--- config.mk ---
export PLATFORM = sky130hd
export DESIGN_NAME = hilo_muldiv_ctrl_flat
export DESIGN_NICKNAME = d
export VERILOG_FILES = /design/src/rtl/hilo_pkg.sv /design/src/rtl/hilo_muldiv_ctrl_if.sv /design/src/rtl/mul_iter_core.sv /design/src/rtl/hilo_muldiv_ctrl.sv /design/src/flat_wrapper.sv
export SDC_FILE = /design/constraint.sdc
export NUM_CORES = 1
export LEC_CHECK = 0
export ABC_AREA = 1
export CAP_MARGIN = 25
export CORE_AREA = 2 2 218 220
export CTS_BUF_LIST = sky130_fd_sc_hd__clkbuf_16
export DETAILED_ROUTE_END_ITERATION = 10
export DIE_AREA = 0 0 220 222
export PLACE_DENSITY = 0.8
export SYNTH_ARGS = -nofsm -noshare
export SYNTH_HDL_FRONTEND = slang
export SYNTH_SLANG_ARGS = --single-unit
--- constraint.sdc ---
create_clock -name Clk -period 3.8 [get_ports Clk]
set_clock_uncertainty 0.15 [all_clocks]
set_input_delay 1.14 -clock Clk [delete_from_list [all_inputs] [get_ports Clk]]
set_output_delay 1.14 -clock Clk [all_outputs]
set_load 0.02 [all_outputs]
--- src/rtl/hilo_pkg.sv ---
// Shared definitions for the HI/LO multiply/divide-unit controller:
// ALU control codes, FSM state encoding, datapath widths and op decode helpers.
package hilo_pkg;

    localparam logic [5:0] OP_MULT  = 6'd4;
    localparam logic [5:0] OP_MULTU = 6'd24;
    localparam logic [5:0] OP_MADD  = 6'd16;
    localparam logic [5:0] OP_MSUB  = 6'd17;
    localparam logic [5:0] OP_MUL   = 6'd8;
    localparam logic [5:0] OP_MTHI  = 6'd30;
    localparam logic [5:0] OP_MTLO  = 6'd29;
    localparam logic [5:0] OP_MFHI  = 6'd31;
    localparam logic [5:0] OP_MFLO  = 6'd23;

    localparam int OPND_W = 32;
    localparam int PROD_W = 64;

    typedef enum logic [1:0] {
        IDLE = 2'd0,
        RUN  = 2'd1,
        FIX  = 2'd2
    } state_t;

    // Codes that start an iterative multiply sequence
    function automatic logic mul_class(input logic [5:0] op);
        return op inside {OP_MULT, OP_MULTU, OP_MADD, OP_MSUB, OP_MUL};
    endfunction

    // Codes whose operands are treated as two's-complement
    function automatic logic signed_op(input logic [5:0] op);
        return op inside {OP_MULT, OP_MADD, OP_MSUB, OP_MUL};
    endfunction

    // Every code this unit reacts to; anything else is ignored
    function automatic logic recognised(input logic [5:0] op);
        return mul_class(op) || (op inside {OP_MTHI, OP_MTLO, OP_MFHI, OP_MFLO});
    endfunction

endpackage

--- src/rtl/hilo_muldiv_ctrl_if.sv ---
// Execute-stage request/response bundle between the pipeline and the HI/LO unit.
interface hilo_muldiv_ctrl_if;

    logic        Start;
    logic [5:0]  ALUCtrl;
    logic [31:0] A;
    logic [31:0] B;
    logic        Busy;
    logic        Stall;
    logic        Done;
    logic [31:0] Result;
    logic [31:0] HI;
    logic [31:0] LO;

    modport master (
        output Start, ALUCtrl, A, B,
        input  Busy, Stall, Done, Result, HI, LO
    );

    modport slave (
        input  Start, ALUCtrl, A, B,
        output Busy, Stall, Done, Result, HI, LO
    );

endinterface

--- src/rtl/mul_iter_core.sv ---
// Unsigned shift-add multiplier retiring BITS_PER_CYCLE multiplier bits per step.
// The multiplier sits in the low half of the product register and is shifted
// out as partial sums are shifted in from the top.
module mul_iter_core
    import hilo_pkg::*;
#(
    parameter int BITS_PER_CYCLE = 1
) (
    input  logic              clk,
    input  logic              rst_n,
    input  logic              load,
    input  logic              step,
    input  logic [OPND_W-1:0] mcand,
    input  logic [OPND_W-1:0] mplier,
    output logic [PROD_W-1:0] product
);

    // The upper accumulator stays below mcand, so mcand*(digit+1) fits here
    localparam int SUM_W = OPND_W + BITS_PER_CYCLE;

    logic [OPND_W-1:0]         mcand_q;
    logic [PROD_W-1:0]         prod_q;
    logic [BITS_PER_CYCLE-1:0] digit;
    logic [SUM_W-1:0]          partial;

    assign digit   = prod_q[BITS_PER_CYCLE-1:0];
    assign partial = SUM_W'(prod_q[PROD_W-1:OPND_W]) + SUM_W'(mcand_q) * SUM_W'(digit);
    assign product = prod_q;

    // Load operands, then add-and-shift one multiplier digit per step
    always_ff @(posedge clk or negedge rst_n) begin
        if (!rst_n) begin
            mcand_q <= '0;
            prod_q  <= '0;
        end else if (load) begin
            mcand_q <= mcand;
            prod_q  <= {{OPND_W{1'b0}}, mplier};
        end else if (step) begin
            prod_q  <= {partial, prod_q[OPND_W-1:BITS_PER_CYCLE]};
        end
    end

endmodule

--- src/rtl/hilo_muldiv_ctrl.sv ---
// HI/LO controller: sequences iterative multiplies, owns the HI/LO registers,
// serves MTHI/MTLO/MFHI/MFLO and stalls the pipeline while a multiply runs.
module hilo_muldiv_ctrl
    import hilo_pkg::*;
#(
    parameter int BITS_PER_CYCLE = 1
) (
    input logic               Clk,
    input logic               Reset_n,
    hilo_muldiv_ctrl_if.slave bus
);

    localparam logic [5:0] RUN_CYCLES = 6'(OPND_W / BITS_PER_CYCLE);

    state_t            state;
    logic              busy_q;
    logic              done_q;
    logic [5:0]        op_q;
    logic              sign_q;
    logic [5:0]        count_q;
    logic [31:0]       hi_q;
    logic [31:0]       lo_q;
    logic [31:0]       result_q;
    logic [31:0]       result_out;
    logic              accept;
    logic              step;
    logic              is_signed;
    logic [31:0]       a_mag;
    logic [31:0]       b_mag;
    logic [PROD_W-1:0] product;
    logic [PROD_W-1:0] fixed;
    logic [PROD_W-1:0] hilo_sum;
    logic [PROD_W-1:0] hilo_diff;

    assign is_signed = signed_op(bus.ALUCtrl);
    assign a_mag     = (is_signed && bus.A[31]) ? (~bus.A + 32'd1) : bus.A;
    assign b_mag     = (is_signed && bus.B[31]) ? (~bus.B + 32'd1) : bus.B;
    assign accept    = bus.Start && (state == IDLE) && mul_class(bus.ALUCtrl);
    assign step      = (state == RUN);

    // Sign is restored only once the magnitude product is complete
    assign fixed     = sign_q ? (~product + 64'd1) : product;
    assign hilo_sum  = {hi_q, lo_q} + fixed;
    assign hilo_diff = {hi_q, lo_q} - fixed;

    mul_iter_core #(
        .BITS_PER_CYCLE(BITS_PER_CYCLE)
    ) u_core (
        .clk    (Clk),
        .rst_n  (Reset_n),
        .load   (accept),
        .step   (step),
        .mcand  (a_mag),
        .mplier (b_mag),
        .product(product)
    );

    // Sequencer plus HI/LO/Result state; a reset abandons any sequence in flight
    always_ff @(posedge Clk or negedge Reset_n) begin
        if (!Reset_n) begin
            state    <= IDLE;
            busy_q   <= 1'b0;
            done_q   <= 1'b0;
            op_q     <= '0;
            sign_q   <= 1'b0;
            count_q  <= '0;
            hi_q     <= '0;
            lo_q     <= '0;
            result_q <= '0;
        end else begin
            done_q <= 1'b0;
            case (state)
                IDLE: begin
                    if (accept) begin
                        state   <= RUN;
                        busy_q  <= 1'b1;
                        op_q    <= bus.ALUCtrl;
                        sign_q  <= is_signed && (bus.A[31] ^ bus.B[31]);
                        count_q <= RUN_CYCLES;
                    end else if (bus.Start) begin
                        case (bus.ALUCtrl)
                            OP_MTHI: hi_q     <= bus.A;
                            OP_MTLO: lo_q     <= bus.A;
                            OP_MFHI: result_q <= hi_q;
                            OP_MFLO: result_q <= lo_q;
                            default: ;
                        endcase
                    end
                end
                RUN: begin
                    count_q <= count_q - 6'd1;
                    if (count_q == 6'd1) begin
                        state <= FIX;
                    end
                end
                FIX: begin
                    state  <= IDLE;
                    busy_q <= 1'b0;
                    done_q <= 1'b1;
                    case (op_q)
                        OP_MULT, OP_MULTU: {hi_q, lo_q} <= fixed;
                        OP_MADD:           {hi_q, lo_q} <= hilo_sum;
                        OP_MSUB:           {hi_q, lo_q} <= hilo_diff;
                        OP_MUL:            result_q     <= fixed[31:0];
                        default: ;
                    endcase
                end
                default: begin
                    state  <= IDLE;
                    busy_q <= 1'b0;
                end
            endcase
        end
    end

    // MFHI/MFLO read straight through while idle, otherwise the held result
    always_comb begin
        result_out = result_q;
        if ((state == IDLE) && bus.Start) begin
            if (bus.ALUCtrl == OP_MFHI) begin
                result_out = hi_q;
            end else if (bus.ALUCtrl == OP_MFLO) begin
                result_out = lo_q;
            end
        end
    end

    assign bus.Busy   = busy_q;
    assign bus.Stall  = busy_q && bus.Start && recognised(bus.ALUCtrl);
    assign bus.Done   = done_q;
    assign bus.Result = result_out;
    assign bus.HI     = hi_q;
    assign bus.LO     = lo_q;

endmodule

--- src/flat_wrapper.sv ---
// flat-port wrapper written by rule: the top's interface ports become plain ports
module hilo_muldiv_ctrl_flat import hilo_pkg::*;
#(
    parameter int BITS_PER_CYCLE = 1
)
  (Clk, Reset_n, bus_Start, bus_ALUCtrl, bus_A, bus_B, bus_Busy, bus_Stall, bus_Done, bus_Result, bus_HI, bus_LO);
  hilo_muldiv_ctrl_if bus_i ();
  input logic Clk;
  input logic Reset_n;
  input wire logic [$bits(bus_i.Start)-1:0] bus_Start;
  input wire logic [$bits(bus_i.ALUCtrl)-1:0] bus_ALUCtrl;
  input wire logic [$bits(bus_i.A)-1:0] bus_A;
  input wire logic [$bits(bus_i.B)-1:0] bus_B;
  output wire logic [$bits(bus_i.Busy)-1:0] bus_Busy;
  output wire logic [$bits(bus_i.Stall)-1:0] bus_Stall;
  output wire logic [$bits(bus_i.Done)-1:0] bus_Done;
  output wire logic [$bits(bus_i.Result)-1:0] bus_Result;
  output wire logic [$bits(bus_i.HI)-1:0] bus_HI;
  output wire logic [$bits(bus_i.LO)-1:0] bus_LO;
  assign bus_i.Start = bus_Start;
  assign bus_i.ALUCtrl = bus_ALUCtrl;
  assign bus_i.A = bus_A;
  assign bus_i.B = bus_B;
  assign bus_Busy = bus_i.Busy;
  assign bus_Stall = bus_i.Stall;
  assign bus_Done = bus_i.Done;
  assign bus_Result = bus_i.Result;
  assign bus_HI = bus_i.HI;
  assign bus_LO = bus_i.LO;
  hilo_muldiv_ctrl #(.BITS_PER_CYCLE(BITS_PER_CYCLE)) u_core (.Clk(Clk), .Reset_n(Reset_n), .bus(bus_i));
endmodule
==> results.py, run 1 <==
metrics = {
    "yosys": {
        "asyncSetResetFlopFracSynth": 1.00,
        "avg_cell_area_syn_um2": 5.98,
        "postSynth.topFlopCell": "dfrtp_1",
        "yosys.cell_types.count": 69,
        "synth.yosys.seq_area_share": 0.204,
        "count_of_flip_flops_with_a_built_in_enable_after_synthesis": 0,
        "syn_inst": 4292,
        "yosys_register_bits": 209,
        "syn-num-nets": 4528,
        "yosys_warnings": 0,
        "summed_instance_area_of_the_synthesized_netlist_mm2": 0.0257,
    },
    "clocking": {
        "clockRootBuffer": "clkbuf_16",
        "htreeDepth": 1,
        "clock_tree.buffer_depth": 3,
        "post_cts_hold_buffer_count": 0,
        "cts_buffers": 25,
        "cts.sink_count": 209,
    },
    "run_status": {
        "stop_stage": "global routing",
        "first-error": "[ERROR GRT-0232] Routing congestion too high. Check the congestion heatmap in the GUI.",
        "run_status": "stopped before the end",
    },
    "global_route": {
        "grt_max_degree": 90,
        "gr-usage-all-layers": 0.776,
        "globalRoute.totalOverflow": 144,
    },
    "sta": {
        "worstEndpointGrtRepair": "u_core.bus.HI[31]$_DFFE_PN0P_/D",
        "worst-endpoint-pin-kind": "sequential cell input",
    },
    "die": {
        "pin_count": 172,
        "die-height_um": 222,
        "initial_utilization": 0.555,
        "rows": 79,
        "horizontal_extent_of_the_die_um": 220,
    },
    "placed_design": {
        "pre_cts_slack_ns": -1.19,
        "count_of_input_and_output_buffers": 171,
        "dp.final_hpwl_um": 108000,
        "gp_congestion": 1.16,
    },
}
[logic make-up after synthesis]
logic type	Yosys count	share of synthesized area
AND/OR/NAND/NOR	1961	0.326
AO/OA/AOI/OAI	997	0.224
buffers and inverters	859	0.130
flip-flops	209	0.204
adder cells (fa/ha/maj)	163	0.0804
XOR/XNOR	103	0.0360
[cell usage after synthesis (33+ instances only)]
| master | number | area [µm²] |
|---|---|---|
| clkbuf_1 | 96 | 360 |
| a21oi_1 | 351 | 1760 |
| inv_1 | 685 | 2570 |
| nor3_1 | 41 | 205 |
| nor2_1 | 549 | 2060 |
| dfrtp_1 | 209 | 5230 |
| o211ai_1 | 52 | 390 |
| a31oi_1 | 36 | 225 |
| o221ai_1 | 33 | 289 |
| xor2_1 | 93 | 815 |
| ha_1 | 160 | 2000 |
| nand4_1 | 59 | 369 |
| nand2_1 | 906 | 3400 |
| nand3_1 | 279 | 1400 |
| o21ai_0 | 348 | 1740 |
[repair_timing]
| item | 4_1_cts |
|---|---|
| gates cloned | 4 |
| pin swaps | 133 |
| resized for setup | 725 |
| setup endpoints to repair | 83 |
| buffers inserted | 69 |
[routing by layer]
metal,global-route usage,overflow
met5,0.167,0
met4,0.758,79
met3,0.642,4
met2,0.929,59
met1,0.789,2
[through the flow]
step / hold WS, ns / instances / area [µm²] / util / TNS, ns
after floorplan: 0.286 / 4292 / 25800 / - / -0.668
after detailed placement: 0.324 / 5932 / 35400 / 0.764 / -73.79
after CTS: 0.329 / 6049 / 38600 / 0.835 / -22.81
after global placement: 0.308 / 5932 / 35400 / 0.764 / -66.69
==> run 2: changes to the inputs <==
--- a/config.mk
+++ b/config.mk
@@ -7,11 +7,10 @@
 export LEC_CHECK = 0
 export ABC_AREA = 1
 export CAP_MARGIN = 25
-export CORE_AREA = 2 2 218 220
-export CTS_BUF_LIST = sky130_fd_sc_hd__clkbuf_16
+export CORE_AREA = 2 2 257 259
 export DETAILED_ROUTE_END_ITERATION = 10
-export DIE_AREA = 0 0 220 222
-export PLACE_DENSITY = 0.8
+export DIE_AREA = 0 0 259 261
+export PLACE_DENSITY_LB_ADDON = 0.15
 export SYNTH_ARGS = -nofsm -noshare
 export SYNTH_HDL_FRONTEND = slang
 export SYNTH_SLANG_ARGS = --single-unit
==> constraint.sdc (replaced) <==
create_clock -name Clk -period 4.95 [get_ports Clk]
set_clock_uncertainty 0.15 [all_clocks]
set_input_delay 1.485 -clock Clk [delete_from_list [all_inputs] [get_ports Clk]]
set_output_delay 1.485 -clock Clk [all_outputs]
set_load 0.02 [all_outputs]
==> run 2 against run 1 <==
Compared with the run above:
- the flow now finishes without violations
- area after synthesis stayed put
- synthesized cell count stayed put
==> results.py, run 2 <==
metrics = {
    "run": {
        "max_cap_viol_count": 0,
    },
    "finish": {
        "post_route_cells_drive_above_1_share": 0.143,
        "flow.area_growth_from_synthesis_pct": 25.2,
        "largest_reg_flops": 64,
        "final_net_count": 4949,
        "layout.cells.most_common": "nand2_1",
        "cell_area_after_layout_mm2": 0.0321,
        "fillCellCount": 7065,
        "final_core_util": 0.494,
        "most-common-layout-cells": "nand2_1 (896), inv_1 (682), nor2_1 (532), buf_4 (358), a21oi_1 (345)",
    },
    "clocking": {
        "cts.sink_count": 209,
        "path_clk_slew_ns": 0.06,
        "htreeDepth": 1,
        "clockRootBuffer": "clkbuf_16",
        "cts_tree": "built",
        "post_cts_hold_buffer_count": 0,
        "clock_tree.buffer_depth": 3,
        "cts_buffers": 27,
        "worst_skew_pair.late_latency_ns": 0.57,
    },
    "placed_design": {
        "dp.final_hpwl_um": 112000,
        "dpl_cell_area_mm2": 0.0307,
        "count_of_input_and_output_buffers": 171,
        "pre_cts_slack_ns": -0.877,
        "gp_congestion": 1.04,
    },
    "yosys": {
        "synth.yosys.seq_area_share": 0.204,
        "avg_cell_area_syn_um2": 5.98,
        "syn_inst": 4292,
        "asyncSetResetFlopFracSynth": 1.00,
        "synthTopCellsByCount": "nand2_1 (906), inv_1 (685), nor2_1 (549), a21oi_1 (351), o21ai_0 (348)",
        "yosys.area.top_type": "dfrtp_1",
        "netlist_top_cells_area": "dfrtp_1 (20%), nand2_1 (13%), inv_1 (10%)",
        "count_of_flip_flops_with_a_built_in_enable_after_synthesis": 0,
        "summed_instance_area_of_the_synthesized_netlist_mm2": 0.0257,
        "yosys_warnings": 0,
        "postSynth.topFlopCell": "dfrtp_1",
        "yosys.cell_types.count": 69,
        "synth.top_cell.area_share": 0.204,
        "yosys_register_bits": 209,
        "syn-num-nets": 4528,
        "synth_most_common_cell": "nand2_1",
    },
    "worst_hold_path": {
        "holdPathStages": 2,
        "hold_path_end": "u_core.u_core.mcand_q[3]",
        "timing.hold.worst.start": "u_core.u_core.mcand_q[3]",
        "hold_path_class": "register to register",
    },
    "die": {
        "die-height_um": 261,
        "horizontal_extent_of_the_die_um": 259,
        "die_area_mm2": 0.0676,
        "pin_count": 172,
        "placeableCoreArea_mm2": 0.0650,
        "rows": 94,
        "initial_utilization": 0.395,
    },
    "detailed_routing": {
        "routedWlPerCell_um": 24.0,
        "drtIter0Drc": 3536,
        "drc": 0,
        "postRouteWirelength_um": 134000,
        "firstDrtPassIters": 6,
        "vias_per_cell": 5.60,
        "ant_nets": 0,
        "detailroute.via_count": 31332,
    },
    "sta": {
        "totalNegativeSetupSlack_ns": 0,
        "post-route-min-period_ns": 4.87,
        "max_slew_margin": 0.207,
        "timing_max_transition_violations_final": 0,
        "hold_viol": 0,
        "grt_setup_unrepaired": "true",
        "layout_setup_ws_ns": 0.0847,
        "setup_violations": 0,
        "fmax_mhz": 206,
        "worst_pin_slew_ns": 1.19,
        "post-route-period-util": 0.983,
    },
    "critical_path": {
        "worst_setup_path_start_kind": "input port",
        "cp_max_fo": 5,
        "critPathCaptureType": "primary output",
        "r2r_cells": 26,
        "rr_startpoint": "u_core.u_core.product[1]",
        "timing.rr.end": "u_core.bus.HI[31]",
        "cp_data_arrival_time_ns": 3.23,
        "critical_path_data_required_time_ns": 3.31,
        "criticalPathCategory": "input port to primary output",
        "r2r_setup_slack_ns": 0.13,
    },
    "global_route": {
        "grt_max_degree": 79,
        "first_global_vias": 28732,
        "grt_antenna_before_repair": 3,
        "globalRoute.totalOverflow": 0,
        "grt_pass1_wl_um": 192000,
        "gr-usage-all-layers": 0.386,
    },
    "run_status": {
        "run_status": "finished, final reports clean",
    },
}
run 2: cell counts after synthesis:
Identical to the previous run, type by type.
run 2: kinds of logic after synthesis:
logic type / count (synthesis) / synth area share
AOI/OAI and AO/OA: 997 / 0.224
and+or+nand+nor: 1961 / 0.326
xor gates and xnor gates: 103 / 0.0360
buffers and inverters: 859 / 0.130
adders and majority gates: 163 / 0.0804
DFF: 209 / 0.204
run 2: worst max-delay path: stages:
cell and delay [ns]:
buf_2 0.12, nor2_4 0.13, buf_6 0.13, inv_2 0.05
nor2_4 0.11, inv_2 0.05, nor2_4 0.11, nand2_4 0.07
nor2_4 0.10, buf_12 0.14, buf_12 0.11, nand2_1 0.07
nand2_1 0.09, nand2_1 0.06, o21ai_2 0.11, clkdlybuf4s15_2 0.30
run 2: timing repair:
action                                  CTS  global route
gates resized for setup                 211            97
endpoints found under the setup margin   35            61
pin swaps                                 5            16
buffers inserted                          7             6
gates cloned                              2             0
run 2: how the worst max path moves through the flow:
stage                             startpoint                 to  slack (ns)  cells past startpoint
floorplan                     bus_ALUCtrl[4]      bus_Result[5]        0.22                     13
global placement              bus_ALUCtrl[4]     bus_Result[24]       -0.85                     17
detailed placement            bus_ALUCtrl[4]     bus_Result[24]       -0.88                     17
CTS                           bus_ALUCtrl[5]     bus_Result[22]       0.007                     13
global route        u_core.u_core.product[1]  u_core.bus.HI[31]       -0.05                     30
finish                        bus_ALUCtrl[5]     bus_Result[28]        0.08                     16
run 2: final cells by class:
type	instances	area (µm²)	area share
Multi-Input combinational cell	3224	17600	0.547
Sequential cell	209	5230	0.163
Timing Repair Buffer	542	4680	0.146
Inverter	709	2660	0.0828
Tap cell	864	1080	0.0336
Clock buffer	39	761	0.0237
Clock inverter	8	128	0.00397
Antenna cell	1	2.50	0.0000779
run 2: stage by stage:
stage | hold slack, ns | std cells
2_1_floorplan | 0.286 | 4292
3_5_place_dp | 0.316 | 5533
5_1_grt | 0.347 | 5595
4_1_cts | 0.332 | 5589
6_report | 0.331 | 5596
3_3_place_gp | 0.314 | 5532
run 2: per-layer routing:
layer  vias up  track usage  routed length, µm  part of all wire
met1     14692        0.554              59700              0.44
met5         -            0                 29           0.00022
li1      14900            -                  -                 -
met4         4        0.167               6920             0.052
met3       234       0.0582              12300             0.092
met2      1502        0.572              55300              0.41
Power of run 2 is left out: the tool's default activity adds up to more than one toggle a clock period on the data nets, which glitch-free logic cannot reach.
